===== src/rtl/nibble_regfile_pkg.sv =====
// Shared constants and next-value helper for the nibble register file.
// Mode encoding, next-value/carry struct and the write-mode function.
package nibble_regfile_pkg;

  localparam logic [1:0] MODE_LOAD   = 2'd0;
  localparam logic [1:0] MODE_IMM_LO = 2'd1;
  localparam logic [1:0] MODE_IMM_HI = 2'd2;
  localparam logic [1:0] MODE_INC    = 2'd3;

  // Widest register the helper supports.
  localparam int unsigned MAX_W = 64;

  typedef struct packed {
    logic             carry;
    logic [MAX_W-1:0] val;
  } nr_next_t;

  // Next value of an n-bit register for the given mode.
  // The increment carries out of bit n-1 into carry.
  function automatic nr_next_t nr_next(
    input logic [MAX_W-1:0] cur,
    input logic [MAX_W-1:0] din,
    input logic [1:0]       mode,
    input int unsigned      n
  );
    nr_next_t         r;
    logic [MAX_W:0]   sum;
    logic [MAX_W:0]   sh;
    logic [MAX_W-1:0] full_m;
    logic [MAX_W-1:0] lo_m;
    full_m = {MAX_W{1'b1}} >> (MAX_W - n);
    lo_m   = full_m >> (n / 2);
    sum    = {1'b0, cur & full_m} + (MAX_W+1)'(1);
    sh     = sum >> n;
    r.val   = cur & full_m;
    r.carry = 1'b0;
    unique case (1'b1)
      mode == MODE_LOAD:
        r.val = din & full_m;
      mode == MODE_IMM_LO:
        r.val = din & lo_m;
      mode == MODE_IMM_HI:
        r.val = ((din & lo_m) << (n / 2))
              | (cur & lo_m);
      default: begin
        r.val   = sum[MAX_W-1:0] & full_m;
        r.carry = sh[0];
      end
    endcase
    return r;
  endfunction

endpackage


===== src/rtl/split_nibble_register.sv =====
// One N-bit register with independent upper/lower half write enables.
// Ports: clk, rst_n, hi_en, lo_en, hi_clr (sync upper clear), d, q.
module split_nibble_register
  import nibble_regfile_pkg::*;
#(
  parameter int N = 8
) (
  input  logic         clk,
  input  logic         rst_n,
  input  logic         hi_en,
  input  logic         lo_en,
  input  logic         hi_clr,
  input  logic [N-1:0] d,
  output logic [N-1:0] q
);

  localparam int H = N / 2;

  always_ff @(posedge clk or negedge rst_n) begin
    if (!rst_n) begin
      q <= '0;
    end else begin
      if (hi_en)
        q[N-1:H] <= hi_clr ? '0 : d[N-1:H];
      if (lo_en)
        q[H-1:0] <= d[H-1:0];
    end
  end

endmodule


===== src/rtl/nibble_register_file.sv =====
// Bank of split-nibble registers: one 4-mode write port, two async reads.
// Ports: clk, rst_n, wr_en/addr/mode, data_in, rd_addr_a/b, rd_data_a/b,
// wrap. Define NIBBLE_REGFILE_BYPASS_EN for write-to-read forwarding.
module nibble_register_file
  import nibble_regfile_pkg::*;
#(
  parameter  int N        = 8,
  parameter  int NUM_REGS = 4,
  localparam int AW       = $clog2(NUM_REGS)
) (
  input  logic          clk,
  input  logic          rst_n,
  input  logic          wr_en,
  input  logic [AW-1:0] wr_addr,
  input  logic [1:0]    wr_mode,
  input  logic [N-1:0]  data_in,
  input  logic [AW-1:0] rd_addr_a,
  output logic [N-1:0]  rd_data_a,
  input  logic [AW-1:0] rd_addr_b,
  output logic [N-1:0]  rd_data_b,
  output logic          wrap
);

  logic [N-1:0]        q [NUM_REGS];
  logic [N-1:0]        cur;
  logic [N-1:0]        nxt_val;
  logic                nxt_carry;
  nr_next_t            nxt;
  logic                unused_bits;
  logic [NUM_REGS-1:0] sel;
  logic                hi_en;
  logic                lo_en;
  logic                hi_clr;

  assign cur = q[wr_addr];

  assign nxt = nr_next(MAX_W'(cur),
                       MAX_W'(data_in),
                       wr_mode, N);

  assign nxt_val     = nxt.val[N-1:0];
  assign nxt_carry   = nxt.carry;
  assign unused_bits = ^nxt.val;

  assign sel    = NUM_REGS'(1) << wr_addr;
  assign hi_en  = wr_en;
  assign lo_en  = wr_en & (wr_mode != MODE_IMM_HI);
  assign hi_clr = (wr_mode == MODE_IMM_LO);

  for (genvar i = 0; i < NUM_REGS; i++) begin : g_reg
    split_nibble_register #(
      .N(N)
    ) u_reg (
      .clk    (clk),
      .rst_n  (rst_n),
      .hi_en  (hi_en & sel[i]),
      .lo_en  (lo_en & sel[i]),
      .hi_clr (hi_clr),
      .d      (nxt_val),
      .q      (q[i])
    );
  end

  always_ff @(posedge clk or negedge rst_n) begin
    if (!rst_n)
      wrap <= 1'b0;
    else
      wrap <= wr_en
            & (wr_mode == MODE_INC)
            & nxt_carry;
  end

`ifdef NIBBLE_REGFILE_BYPASS_EN
  // Forwarding is masked in reset so reads stay 0 there.
  logic fwd_a;
  logic fwd_b;
  assign fwd_a = wr_en & rst_n
               & (rd_addr_a == wr_addr);
  assign fwd_b = wr_en & rst_n
               & (rd_addr_b == wr_addr);
  assign rd_data_a = fwd_a ? nxt_val
                           : q[rd_addr_a];
  assign rd_data_b = fwd_b ? nxt_val
                           : q[rd_addr_b];
`else
  assign rd_data_a = q[rd_addr_a];
  assign rd_data_b = q[rd_addr_b];
`endif

endmodule

===== config.mk =====
export PLATFORM = sky130hd
export DESIGN_NAME = nibble_register_file
export DESIGN_NICKNAME = d
export VERILOG_FILES = /design/src/rtl/nibble_regfile_pkg.sv /design/src/rtl/split_nibble_register.sv /design/src/rtl/nibble_register_file.sv
export SDC_FILE = /design/constraint.sdc
export NUM_CORES = 1
export LEC_CHECK = 0
export CAP_MARGIN = 40
export CELL_PAD_IN_SITES_DETAIL_PLACEMENT = 0
export CELL_PAD_IN_SITES_GLOBAL_PLACEMENT = 1
export CORE_ASPECT_RATIO = 0.75
export CORE_UTILIZATION = 40
export CTS_CLUSTER_SIZE = 14
export DETAILED_ROUTE_END_ITERATION = 7
export PLACE_DENSITY_LB_ADDON = 0.3
export SLEW_MARGIN = 5
export SYNTH_ARGS = -nofsm -noshare
export SYNTH_HDL_FRONTEND = slang
export SYNTH_SLANG_ARGS = --single-unit

===== constraint.sdc =====
create_clock -name clk -period 2.2 [get_ports clk]
set_input_delay 0.44 -clock clk [delete_from_list [all_inputs] [get_ports clk]]
set_output_delay 0.44 -clock clk [all_outputs]
set_load 0.01 [all_outputs]

==> results.py <==
metrics = {
    "cells_and_area": {
        "final_util_pct": 56.7,
        "nFillCells": 477,
        "multi_input_area_sq_mm": 0.00124,
        "final-seq-area_sq_um": 826,
        "syn2layout_area_growth_pct": 32.8,
        "post-route-cell-area_sq_mm": 0.00285,
        "antennaDiodeCount": 0,
        "drive_above_1_share_pct": 28.7,
        "final_nets": 285,
    },
    "die": {
        "initial_core_util_pct": 42.6,
        "ios": 36,
        "die_y_um": 65.5,
        "num_rows": 22,
        "die_x_um": 86.6,
        "die-area_sq_mm": 0.00567,
        "core_area_sq_mm": 0.00504,
    },
    "cts": {
        "clk_latency_ns": 0.28,
        "clockRootBuffer": "clkbuf_8",
        "clockBufferDepth": 2,
        "clk_pin_slew_ns": 0.06,
        "ctsHoldBuffers": 0,
        "postCtsSetupBuffers": 0,
        "htree_levels": 2,
        "tritoncts": "done",
        "cts_buffers": 5,
        "cts_sinks": 33,
    },
    "sta": {
        "rsz0062_at_grt": "false",
        "finalWorstPathRequiredPeriod_ns": 2.07,
        "maxSlewHeadroom_pct": 72.5,
        "finalHoldViolCount": 0,
        "slew_viol_final": 0,
        "finalSetupViolations": 0,
        "fin_crit_sh_pct": 93.9,
        "worst_pin_slew_ns": 0.413,
        "fmax_mhz": 484,
        "fin_worst_skew_ns": 0.00426,
        "whs_ns": 0.529,
    },
    "yosys": {
        "synthMuxAreaShare_pct": 26.2,
        "synth.top_cell.area_share_pct": 38.4,
        "ys.flop_type": "dfrtp_1",
        "synth_xor_area_share_pct": 2.04,
        "synth_most_common_cell": "dfrtp_1",
        "synth.area.top_cells": "dfrtp_1 (38%), mux4_2 (22%), nand2_1 (5.4%)",
        "yosysWarnings": 0,
        "avgSynthCellArea_sq_um": 10.5,
        "synth_fp_nets": 224,
        "synth_compound_area_share_pct": 13.6,
        "synth_top_cell_by_area": "dfrtp_1",
        "synth-seq-cells": 33,
        "synthTopCellsByCount": "dfrtp_1 (33), nand2_1 (31), nor2_1 (25), mux4_2 (21), o21ai_0 (21)",
        "synth_edf_count": 0,
        "ys_seq_area_share_pct": 38.4,
        "synth_simple_gate_area_share_pct": 15.1,
        "ys_types": 37,
        "synthArstFlopShare_pct": 100,
        "synthCells": 204,
        "synth_fa_ha_area_share_pct": 0.582,
        "synth_top_family_by_area": "multiplexers",
        "syn_area_sq_mm": 0.00215,
    },
    "drt": {
        "drcViolationCount": 0,
        "drt-pass1-iter-count": 4,
        "routed-via-count": 1831,
        "via_per_inst": 5.43,
        "ant_nets": 0,
        "routedWlPerCell_um": 16.9,
        "initialDrtViolationCount": 108,
        "route.final.wire_length_mm": 5.69,
    },
    "hold_path": {
        "min_to": "g_reg[2].u_reg.q[4]$_DFFE_PN0P_",
        "min_path_cells": 2,
        "hold_start": "g_reg[2].u_reg.q[4]$_DFFE_PN0P_",
        "hold_class": "flip-flop to flip-flop",
    },
    "place": {
        "hpwl_mm": 4.31,
        "post_dp_cell_area_sq_mm": 0.00279,
        "io_buffers": 35,
        "gp_congestion": 0.856,
    },
    "global_route": {
        "grtUsageTotal_pct": 22.8,
        "grt_pass1_wl_mm": 9.36,
        "grt_max_degree": 34,
        "grt_pass1_vias": 1765,
        "overflow": 0,
        "antenna_found_initial": 0,
    },
    "setup_path": {
        "cp.required_ns": 1.76,
        "path_cells": "clkdlybuf4s50_1 -> buf_4 -> mux4_2 -> clkdlybuf4s15_2",
        "end_kind": "output port",
        "reg2reg_slack_ns": 0.31,
        "cp-start-kind": "input pin",
        "timing.rr.end": "g_reg[2].u_reg.q[4]$_DFFE_PN0P_",
        "startpoint": "rd_addr_a[1]",
        "critical_path.max_fanout": 5,
        "cp.arrival_ns": 1.63,
        "crit_type": "input pin to output port",
        "r2r_start": "g_reg[3].u_reg.q[0]$_DFFE_PN0P_",
        "cpPeakStageDelay_ns": 0.48,
        "cp.buffers_inverters": 3,
        "rr_worst_depth": 7,
        "crit_family": "buffers and inverters",
        "crit_path_top_delay_cell": "clkdlybuf4s50_1",
    },
    "run": {
        "cap_viol_max_count": 0,
    },
    "power_and_ir_drop": {
        "peakVddDrop_uv": 280,
        "power.density_mw_per_mm2": 761,
        "leakagePower_uw": 0.00119,
    },
    "outcome": {
        "status": "complete, no violations",
    },
}
[placed cells by master (no fill, tap or decap), types with 2 or more instances in the layout]
cell / synthesis / final
a21oi_1: 17 / 17
buf_12: 0 / 3
buf_2: 1 / 5
buf_4: 3 / 29
clkbuf_8: 0 / 6
clkdlybuf4s15_1: 0 / 8
clkdlybuf4s15_2: 0 / 3
clkdlybuf4s50_1: 0 / 15
dfrtp_1: 33 / 33
dlygate4sd2_1: 0 / 2
inv_1: 2 / 2
mux4_1: 3 / 3
mux4_2: 21 / 21
nand2_1: 31 / 31
nand3_1: 8 / 8
nor2_1: 25 / 25
o21ai_0: 21 / 20
o22a_1: 4 / 4
o22ai_1: 2 / 2
or2_2: 2 / 2
xnor2_1: 3 / 3
xor2_1: 2 / 2
[metrics by stage]
step | worst slack [ns] | power [uW] | cells | setup TNS [ns]
after global routing | 0.0729 | 2310 | 337 | 0
after detailed placement | -0.528 | 1760 | 330 | -18.75
after CTS | 0.0811 | 2180 | 337 | 0
final | 0.134 | 2170 | 337 | 0
after floorplan | 0.211 | 1360 | 204 | 0
after global placement | -0.480 | 1750 | 330 | -18.25
[power by group]
part / internal, uW / leakage (uW) / switching, uW / total, uW
Sequential: 738 / 0.000400 / 139 / 877
Clock: 248 / 0.0000443 / 211 / 459
Combinational: 472 / 0.000749 / 364 / 836
Total: 1460 / 0.00119 / 714 / 2170
[registers in the layout, indices dropped and copies added (netlist names)]
signal     flops
g.u_reg.q     32
wrap           1
[tightest hold or removal path, stage by stage, from the launching register on]
cell,delay [ns]
dfrtp_1,0.37
nand2_1,0.05
o21ai_0,0.07
[worst max path at each step]
stage | cells past startpoint | slack (ns) | end
2_1_floorplan | 8 | 0.21 | g_reg[0].u_reg.q[2]$_DFFE_PN0P_
3_3_place_gp | 7 | -0.48 | g_reg[3].u_reg.q[6]$_DFFE_PN0P_
3_5_place_dp | 7 | -0.53 | g_reg[2].u_reg.q[6]$_DFFE_PN0P_
4_1_cts | 8 | 0.08 | g_reg[2].u_reg.q[5]$_DFFE_PN0P_
5_1_grt | 4 | 0.07 | rd_data_a[4]
6_report | 4 | 0.13 | rd_data_a[4]
[kinds of logic after synthesis]
family / after synthesis
AO/OA/AOI/OAI: 50
adder cells (fa/ha/maj): 1
flip-flops: 33
XOR/XNOR: 5
buffers and inverters: 15
AND/OR/NAND/NOR: 75
multiplexers: 25
[area by class of cell]
type | instances | share of cell area [%]
clock buffer | 7 | 3.02
inverter | 2 | 0.263
multi-input combinational | 156 | 43.5
sequential | 33 | 28.9
tap | 72 | 3.16
timing repair buffer | 67 | 21.1
[per-layer routing]
layer	vias to the layer above	global-route usage [%]	wire [um]
met5	-	0	0
met4	0	4.58	19
met3	4	7.54	458
met2	69	33.6	2480
met1	880	32.9	2740
li1	878	-	-
[what timing repair did]
action,CTS,global route
endpoints found under the hold margin,0,0
gates cloned,0,0
setup endpoints to repair,41,18
gates resized for setup,49,4
(Power assumes the default switching activity.)
